File: config.mk
export PLATFORM = sky130hd
export DESIGN_NAME = apb_gpio_arbiter
export DESIGN_NICKNAME = d
export VERILOG_FILES = /design/src/rtl/apb_gpio_arb_pkg.sv /design/src/rtl/apb_gpio_rr_arb.sv /design/src/rtl/apb_gpio_arbiter.sv
export SDC_FILE = /design/constraint.sdc
export NUM_CORES = 1
export LEC_CHECK = 0
export CAP_MARGIN = 20
export CORE_UTILIZATION = 35
export DETAILED_ROUTE_END_ITERATION = 10
export PLACE_DENSITY = 0.75
export SLEW_MARGIN = 20
export SYNTH_ARGS = -nofsm -noshare
export SYNTH_HDL_FRONTEND = slang
export SYNTH_SLANG_ARGS = --single-unit
File: constraint.sdc
create_clock -name HCLK -period 5 [get_ports HCLK]
set_input_delay 1 -clock HCLK [delete_from_list [all_inputs] [get_ports HCLK]]
set_output_delay 1 -clock HCLK [all_outputs]
set_load 0.02 [all_outputs]
File: src/rtl/apb_gpio_arb_pkg.sv
// Shared types and constants for the APB GPIO round-robin arbiter.
package apb_gpio_arb_pkg;

  // APB master phase: IDLE (bus free), SETUP (PSEL only), ACCESS (PSEL+PENABLE).
  typedef enum logic [1:0] {
    IDLE   = 2'd0,
    SETUP  = 2'd1,
    ACCESS = 2'd2
  } state_t;

  // Register map of the APB GPIO slave (byte offsets).
  localparam logic [11:0] PADDIR    = 12'h000;
  localparam logic [11:0] PADIN     = 12'h008;
  localparam logic [11:0] PADOUT    = 12'h010;
  localparam logic [11:0] INTEN     = 12'h018;
  localparam logic [11:0] INTTYPE0  = 12'h020;
  localparam logic [11:0] INTTYPE1  = 12'h028;
  localparam logic [11:0] INTSTATUS = 12'h030;

endpackage

File: src/rtl/apb_gpio_rr_arb.sv
// Combinational round-robin picker: the search starts one past the last
// granted index and wraps, so the most recent winner has lowest priority.
module apb_gpio_rr_arb #(
  parameter int NUM_REQ = 4,
  localparam int IDX_W = $clog2(NUM_REQ)
) (
  input  logic [NUM_REQ-1:0] req,
  input  logic [IDX_W-1:0]   last_grant,
  output logic [NUM_REQ-1:0] gnt,
  output logic [IDX_W-1:0]   idx,
  output logic               any
);

  logic [IDX_W-1:0] cand;

  // Walk the requesters in rotated order and take the first active one.
  always_comb begin
    gnt  = '0;
    idx  = '0;
    any  = 1'b0;
    cand = '0;
    for (int i = 0; i < NUM_REQ; i++) begin
      cand = IDX_W'((int'(last_grant) + 1 + i) % NUM_REQ);
      if (!any && req[cand]) begin
        any       = 1'b1;
        idx       = cand;
        gnt[cand] = 1'b1;
      end
    end
  end

endmodule

File: src/rtl/apb_gpio_arbiter.sv
// Round-robin APB master sharing one APB GPIO slave between NUM_REQ requesters.
//
// Requester handshake: a requester raises req_i[n] with addr/we/wdata and
// holds all of them stable until it sees gnt_o[n]=1 in a cycle; that cycle is
// the transfer of ownership. From the next cycle it may drop req_i[n] or
// present a new request. Completion is a one-cycle rvalid_o[n] pulse with
// rdata_o/err_o valid in that same cycle; there is no back-pressure on it.
module apb_gpio_arbiter
  import apb_gpio_arb_pkg::*;
#(
  parameter int NUM_REQ        = 4,
  parameter int APB_ADDR_WIDTH = 12,
  parameter int TIMEOUT_CYCLES = 255
) (
  input  logic                                     HCLK,
  input  logic                                     HRESETn,
  input  logic [NUM_REQ-1:0]                       req_i,
  input  logic [NUM_REQ-1:0][APB_ADDR_WIDTH-1:0]   req_addr_i,
  input  logic [NUM_REQ-1:0]                       req_we_i,
  input  logic [NUM_REQ-1:0][31:0]                 req_wdata_i,
  output logic [NUM_REQ-1:0]                       gnt_o,
  output logic [NUM_REQ-1:0]                       rvalid_o,
  output logic [31:0]                              rdata_o,
  output logic                                     err_o,
  output logic [APB_ADDR_WIDTH-1:0]                PADDR,
  output logic [31:0]                              PWDATA,
  output logic                                     PWRITE,
  output logic                                     PSEL,
  output logic                                     PENABLE,
  input  logic [31:0]                              PRDATA,
  input  logic                                     PREADY,
  input  logic                                     PSLVERR,
  output state_t                                   dbg_state
);

  localparam int IDX_W = $clog2(NUM_REQ);
  localparam int WD_W  = (TIMEOUT_CYCLES > 1) ? $clog2(TIMEOUT_CYCLES + 1) : 1;
  localparam bit WD_EN = (TIMEOUT_CYCLES != 0);
  // Counter value seen during the last allowed ACCESS cycle.
  localparam logic [WD_W-1:0] WD_LAST =
    WD_W'((TIMEOUT_CYCLES > 0) ? TIMEOUT_CYCLES - 1 : 0);

  state_t              state, state_nx;
  logic [IDX_W-1:0]    owner, last_grant;
  logic [WD_W-1:0]     wd;
  logic [NUM_REQ-1:0]  arb_gnt;
  logic [IDX_W-1:0]    arb_idx;
  logic                arb_any;
  logic                take, complete, abort;

  apb_gpio_rr_arb #(.NUM_REQ(NUM_REQ)) u_rr_arb (
    .req        (req_i),
    .last_grant (last_grant),
    .gnt        (arb_gnt),
    .idx        (arb_idx),
    .any        (arb_any)
  );

  assign dbg_state = state;

  // Next-state, grant and completion decode for the APB phase machine.
  always_comb begin
    state_nx = state;
    gnt_o    = '0;
    take     = 1'b0;
    complete = 1'b0;
    abort    = 1'b0;
    case (state)
      IDLE: begin
        if (HRESETn && arb_any) begin
          gnt_o    = arb_gnt;
          take     = 1'b1;
          state_nx = SETUP;
        end
      end
      SETUP: state_nx = ACCESS;
      ACCESS: begin
        if (PREADY) begin
          complete = 1'b1;
          if (arb_any) begin
            gnt_o    = arb_gnt;
            take     = 1'b1;
            state_nx = SETUP;
          end else begin
            state_nx = IDLE;
          end
        end else if (WD_EN && (wd == WD_LAST)) begin
          abort    = 1'b1;
          state_nx = IDLE;
        end
      end
      default: state_nx = IDLE;
    endcase
  end

  // Phase register plus PSEL/PENABLE registered from the next phase.
  always_ff @(posedge HCLK or negedge HRESETn) begin
    if (!HRESETn) begin
      state   <= IDLE;
      PSEL    <= 1'b0;
      PENABLE <= 1'b0;
    end else begin
      state   <= state_nx;
      PSEL    <= (state_nx != IDLE);
      PENABLE <= (state_nx == ACCESS);
    end
  end

  // Capture the winner's transfer fields and remember who owns the bus.
  always_ff @(posedge HCLK or negedge HRESETn) begin
    if (!HRESETn) begin
      PADDR      <= '0;
      PWDATA     <= '0;
      PWRITE     <= 1'b0;
      owner      <= '0;
      last_grant <= IDX_W'(NUM_REQ - 1);
    end else if (take) begin
      PADDR      <= req_addr_i[arb_idx];
      PWDATA     <= req_wdata_i[arb_idx];
      PWRITE     <= req_we_i[arb_idx];
      owner      <= arb_idx;
      last_grant <= arb_idx;
    end
  end

  // Watchdog: counts ACCESS cycles, restarted whenever a new SETUP begins.
  always_ff @(posedge HCLK or negedge HRESETn) begin
    if (!HRESETn) begin
      wd <= '0;
    end else if (state_nx == SETUP) begin
      wd <= '0;
    end else if (state == ACCESS) begin
      wd <= wd + 1'b1;
    end
  end

  // Completion pulse to the owner one cycle after PREADY or the abort.
  always_ff @(posedge HCLK or negedge HRESETn) begin
    if (!HRESETn) begin
      rvalid_o <= '0;
      rdata_o  <= '0;
      err_o    <= 1'b0;
    end else begin
      rvalid_o <= '0;
      if (complete) begin
        rvalid_o <= NUM_REQ'(1) << owner;
        rdata_o  <= PRDATA;
        err_o    <= PSLVERR;
      end else if (abort) begin
        rvalid_o <= NUM_REQ'(1) << owner;
        rdata_o  <= '0;
        err_o    <= 1'b1;
      end
    end
  end

endmodule

Word level (Yosys, flattened, before mapping) --
Index checks and enable logic that the tools add are counted.
Operators by class: add/sub/neg operators 5, $lt $le $gt $ge 9, eq/ne operators 5, shifts and indexed selects 1, muxes and demuxes 60, bitwise logic cells 3, reduce and logical (&&, ||, !) cells 15
Operator list (count):
- $mux 32 | 3
- $bmux 32 s2 | 1
- $mux 4 | 9
- $bmux 12 s2 | 1
- $mux 1 | 24
- $mux 8 | 2
- $lt 2x3->1 const B | 5
- $mux 2 | 7
- $mux 12 | 1
- $or 4x4->4 | 3
- $bmux 1 s2 | 5
- $add 8x1->8 const B | 1
- $demux 1 s2 | 4
- $eq 8x8->1 const B | 1
- $ge 2x1->1 const B | 4
- $logic_and 1x1->1 | 8
- $pmux 4 s2 | 1
- $pmux 2 s3 | 1
- $reduce_bool 2->1 | 3
- $add 2x1->2 const B | 2
- $add 2x2->2 const B | 2
- $eq 2x1->1 const B | 2
- $eq 2x2->1 const B | 2
- $shl 1x2->4 const A | 1
- other kinds (3) | 5
Word-level totals: register bits after elaboration 98, input port bits 220, output and inout bits 90, word-level logic and storage cells 110

Logic depth before layout (Yosys ltp) --
word-level depth 18, mapped depth 13, gate-level depth less buffers 9

Modules after synthesis --
From an unflattened synthesis, not the netlist that was laid out.
Unflattened totals: cell total of the unflattened synthesis 454, area, all modules 5795.6 µm²
By module, submodules not included:
- apb_gpio_arbiter | instances 1, cells each 375, area each 5217.5 µm², seq. area each 2454.9 µm²
- apb_gpio_rr_arb | instances 1, cells each 79, area each 578.1 µm², seq. area each 0.0 µm²

Worst setup path before layout --
No wires, ideal clock.
path type input -> output, start in req_i[1], end out gnt_o[0], data arrival time 2907 ps, required time 4000 ps, slack 1093 ps, cell stages on the path 8, path buffers 3, cell sequence clkbuf_1 > nor3_1 > o21ai_0 > and2_1 > o21a_1 > clkbuf_1 > clkbuf_1 > a21boi_0
Between the ends: longest elaborated chain between the ends 15, elaborated cells on any way between the ends 30, classes of those cells mux (20); bitwise (3); reduce/logical (7)
RTL lines:
- start, declared | line apb_gpio_arbiter.sv:17 | input logic [NUM_REQ-1:0] req_i,
- $bmux 1 s2 | line apb_gpio_rr_arb.sv:24 | if (!any && req[cand]) begin
- $mux 1 (not written as such) | line apb_gpio_rr_arb.sv:24
- $mux 1 | line apb_gpio_rr_arb.sv:24
- $logic_not 1->1 | line apb_gpio_rr_arb.sv:24
- $logic_and 1x1->1 | line apb_gpio_rr_arb.sv:24
- $mux 1 | line apb_gpio_rr_arb.sv:24
- $logic_not 1->1 | line apb_gpio_rr_arb.sv:24
- $logic_and 1x1->1 | line apb_gpio_rr_arb.sv:24
- $mux 1 | line apb_gpio_rr_arb.sv:24
- $logic_not 1->1 | line apb_gpio_rr_arb.sv:24
- $logic_and 1x1->1 | line apb_gpio_rr_arb.sv:24
- $mux 4 or $mux 1 (tied branches) | line apb_gpio_rr_arb.sv:24
- $mux 4 or $logic_and 1x1->1 (tied branches) | line apb_gpio_arbiter.sv:80, apb_gpio_arbiter.sv:70
- $mux 4 (on tied branches) | line apb_gpio_arbiter.sv:78, apb_gpio_arbiter.sv:70
- $pmux 4 s2 * | line apb_gpio_arbiter.sv:68 | case (state)
- end, declared | line apb_gpio_arbiter.sv:21 | output logic [NUM_REQ-1:0] gnt_o,
Every way passes the cells marked *; elsewhere a longest branch is shown, timed or not. The select of a mux whose other input is x is not followed.

Worst setup path in the final report --
start reg last_grant[0], end out gnt_o[0]
Between the ends: longest elaborated chain between the ends 16, elaborated cells on any way between the ends 54, classes of those cells add/sub (4); order compare (8); mux (28); bitwise (3); reduce/logical (11)
RTL lines:
- start, declared | line apb_gpio_arbiter.sv:44 | logic [IDX_W-1:0] owner, last_grant;
- start signal, assigned | line apb_gpio_arbiter.sv:116 | last_grant <= IDX_W'(NUM_REQ - 1);
- start signal, assigned | line apb_gpio_arbiter.sv:122 | last_grant <= arb_idx;
- $add 2x1->2 * | line apb_gpio_rr_arb.sv:23 | cand = IDX_W'((int'(last_grant) + 1 + i) % NUM_REQ);
- branches (longest 14 deep; another with $lt 2x3->1)
- $pmux 4 s2 * | line apb_gpio_arbiter.sv:68
Every way passes the cells marked *. The select of a mux whose other input is x is not followed.

==> results.sh <==
export IMPL_grt_pass1_vias=5231
export IMPL_synth_seq_cells=98
export IMPL_synth_cell_types=51
export IMPL_synthAdderAreaFrac_pct=2.30
export IMPL_fin_util_pct=58.6
export IMPL_core_mm2=0.0152
export IMPL_skew_ns=0.00860
export IMPL_grt_usage_pct=22.3
export IMPL_powerDensity_mw_per_mm2=602
export IMPL_vias_per_cell=5.26
export IMPL_ant_nets=0
export IMPL_ios=310
export IMPL_cp_max_fo=21
export IMPL_drtIter0Drc=234
export IMPL_period_minus_slack_ns=4.73
export IMPL_hpwl_um=13400
export IMPL_die_w_um=127
export IMPL_syn_cell_area_mm2=0.00543
export IMPL_worstHoldStart="owner[0]$_DFFE_PN0P_"
export IMPL_grt_max_degree=63
export IMPL_globalRouteMet3Util_pct=6.16
export IMPL_drc=0
export IMPL_worstPathCellList="inv_1 -> ha_1 -> mux4_2 -> nor2_1 -> a222oi_1 -> a21boi_0 -> clkdlybuf4s50_1"
export IMPL_synthXorXnorAreaFrac_pct=1.29
export IMPL_synthCells=489
export IMPL_max_freq_mhz=211
export IMPL_fill_cells=1267
export IMPL_synth_edf_count=0
export IMPL_cap_viol_max_count=0
export IMPL_worst_skew_pair_late_latency_ns=0.35
export IMPL_cp_slowest_cell="dfstp_4"
export IMPL_critPathRequiredTime_ns=4.00
export IMPL_ys_async_sr_fraction_pct=100
export IMPL_busiest_layer="met2"
export IMPL_synth_flop_cell="dfrtp_1"
export IMPL_nNetsFinal=1007
export IMPL_worst_ep_arrival_time_ns=3.73
export IMPL_drive_gt1_share_pct=11.1
export IMPL_synthMuxAreaShare_pct=10.3
export IMPL_grt_overflow_total=0
export IMPL_cp_top_family="buffers and inverters"
export IMPL_worstSetupEndpointType="primary output"
export IMPL_cts_buffers=9
export IMPL_cts_hold_buffers=0
export IMPL_setup_violations=0
export IMPL_slowest_delay_ns=0.76
export IMPL_slew_violations=0
export IMPL_dieArea_mm2=0.0160
export IMPL_routabilityCongestion=0.837
export IMPL_rows=45
export IMPL_grt_use_met2_pct=40.9
export IMPL_met1_usage_pct=24.9
export IMPL_path_class="reg -> out"
export IMPL_yosysSeqAreaShare_pct=45.2
export IMPL_clk_path_buf_depth=2
export IMPL_grt_pass1_wl_um=27500
export IMPL_finalSetupTns_ns=0
export IMPL_r2r_end="PWDATA[7]$_DFFE_PN0P_"
export IMPL_antenna_found_initial=0
export IMPL_syn_avg_cell_area_um2=11.1
export IMPL_r2r_start="last_grant[0]$_DFFE_PN1P_"
export IMPL_tightest_slew_ns=0.788
export IMPL_vdd_drop_max_mv=0.246
export IMPL_timing_hold_worst_endpoint="rvalid_o[2]$_DFF_PN0_"
export IMPL_startpoint_type="register"
export IMPL_wl_per_cell_um=18.5
export IMPL_portBuffers=309
export IMPL_period_share_pct=94.7
export IMPL_start_util_pct=35.7
export IMPL_synth_compound_area_share_pct=26.2
export IMPL_cts_clk_slew_worst_paths_ns=0.07
export IMPL_rsz0062_at_grt="no"
export IMPL_worstHoldPathCells=1
export IMPL_cts_tree="yes"
export IMPL_cts_sinks=98
export IMPL_post_cts_setup_buffers=0
export IMPL_critPathBufInv=2
export IMPL_ff2ff_path_depth=10
export IMPL_area_growth_pct=64.1
export IMPL_rrSetupSlack_ns=0.98
export IMPL_power_leakage_nw=3.59
export IMPL_synth_top_family_by_area="compound AO/OA/AOI/OAI gates"
export IMPL_ctsHtreeMaxLevel=3
export IMPL_clockRootBuffer="clkbuf_16"
export IMPL_ys_warn_count=0
export IMPL_die_y_um=127
export IMPL_hp_class="reg -> reg"
export IMPL_run_status="finished, final reports clean"
export IMPL_vias=5102
export IMPL_synth_simple_area_share_pct=9.56
export IMPL_relSlewSlack_pct=47.4
export IMPL_mappedNetlistNets=719
export IMPL_n_antenna_cell=0
export IMPL_routed_wl_um=17900
export IMPL_firstDrtPassIters=4
export IMPL_hold_violations=0
worst register-to-register path: stages (launching register included):
cell	delay, ns
dfstp_4	0.76
inv_1	0.18
ha_1	0.28
or2_0	0.37
mux2i_1	0.32
o21ai_0	0.22
a21oi_2	0.39
a2111o_2	0.32
buf_4	0.59
o22ai_2	0.19
a211oi_1	0.27
cell usage after synthesis (all sizes together) (4+ instances only):
cell | n | share of area [%]
nand2 | 10 | 0.69
o21ai | 9 | 0.83
a222oi | 4 | 0.74
o22ai | 45 | 9.8
mux2i | 50 | 9.2
a211oi | 48 | 6.7
nor2 | 74 | 5.5
nor3 | 8 | 0.74
xor2 | 5 | 0.81
a21oi | 8 | 1.0
a22o | 32 | 5.2
ha | 10 | 2.3
buf | 15 | 2.8
or2 | 4 | 0.46
a21boi | 4 | 0.55
clkbuf | 27 | 1.9
inv | 7 | 0.48
dfrtp | 96 | 44
report_power, final:
part           internal, mW  total [mW]  switching [mW]  leakage, nW
logic                  1.55        3.28            1.73         2.28
clock network         0.355       0.689           0.334        0.148
registers              1.16        1.40           0.237         1.16
total                  3.07        5.37            2.30         3.59
worst max path at each step:
| stage | startpoint | endpoint | slack [ns] | cells after the start |
|---|---|---|---|---|
| after floorplan | req_i[1] | gnt_o[0] | 1.09 | 8 |
| after detailed placement | req_i[1] | gnt_o[3] | 0.34 | 7 |
| after CTS | last_grant[0]$_DFFE_PN1P_ | gnt_o[0] | 0.16 | 7 |
| after global routing | last_grant[0]$_DFFE_PN1P_ | gnt_o[1] | 0.08 | 7 |
| final | last_grant[0]$_DFFE_PN1P_ | gnt_o[0] | 0.27 | 7 |
| after global placement | req_i[1] | gnt_o[1] | 0.47 | 7 |
placed cells by master (no fill, tap or decap), drive strengths merged, types with 3 or more instances in the layout:
cell / netlist / final
a21oi: 8 / 8
o21ai: 9 / 9
o22ai: 45 / 45
clkdlybuf4s50: 0 / 308
inv: 7 / 10
nand2: 10 / 10
a211oi: 48 / 48
a222oi: 4 / 4
dfrtp: 96 / 96
ha: 10 / 10
nor2: 74 / 74
clkbuf: 27 / 9
or2: 4 / 4
clkinv: 0 / 4
a22o: 32 / 32
xnor2: 3 / 3
nor3: 8 / 8
buf: 15 / 11
mux2: 3 / 3
mux2i: 50 / 50
xor2: 5 / 5
a21boi: 4 / 4
nor2b: 3 / 3
cell type report:
type                       count  area, um^2  area share (%)
timing repair buffer         319        3180            35.6
clock buffer                   9         225            2.53
sequential                    98        2460            27.6
inverter                       7        26.3           0.295
multi-input combinational    342        2710            30.4
clock inverter                 7        78.8           0.884
tap                          188         235            2.64
layer usage:
layer | vias up | wire length, um
met2 | 206 | 9170
met4 | 0 | 325
li1 | 2401 | -
met5 | - | 0
met1 | 2472 | 7020
met3 | 23 | 1410
state kept, by name (all words and copies together) (netlist names):
signal      count
PADDR          12
PENABLE         1
PSEL            1
PWDATA         32
PWRITE          1
dbg_state       2
err_o           1
last_grant      2
owner           2
rdata_o        32
rvalid_o        4
wd              8
per-stage QoR:
stage / instances / area [um^2] / power (mW) / worst slack (ns) / hold WS [ns]
2_1_floorplan: 489 / 5430 / 3.45 / 1.09 / 0.445
3_3_place_gp: 954 / 8600 / 4.63 / 0.471 / 0.465
3_5_place_dp: 954 / 8600 / 4.70 / 0.343 / 0.483
4_1_cts: 970 / 8910 / 5.41 / 0.164 / 0.492
5_1_grt: 970 / 8910 / 5.70 / 0.0776 / 0.507
6_report: 970 / 8910 / 5.37 / 0.267 / 0.495
cell families after synthesis:
logic type,count (synthesis)
xor gates and xnor gates,8
adders and majority gates,10
AOI/OAI and AO/OA,157
and+or+nand+nor,113
DFF,98
muxes,54
buffers and inverters,49
repair_timing:
item                                    4_1_cts  5_1_grt
endpoints found under the hold margin         0        0
endpoints found under the setup margin        0        4
gates resized for setup                       0        2
(Power assumes the default switching activity.)
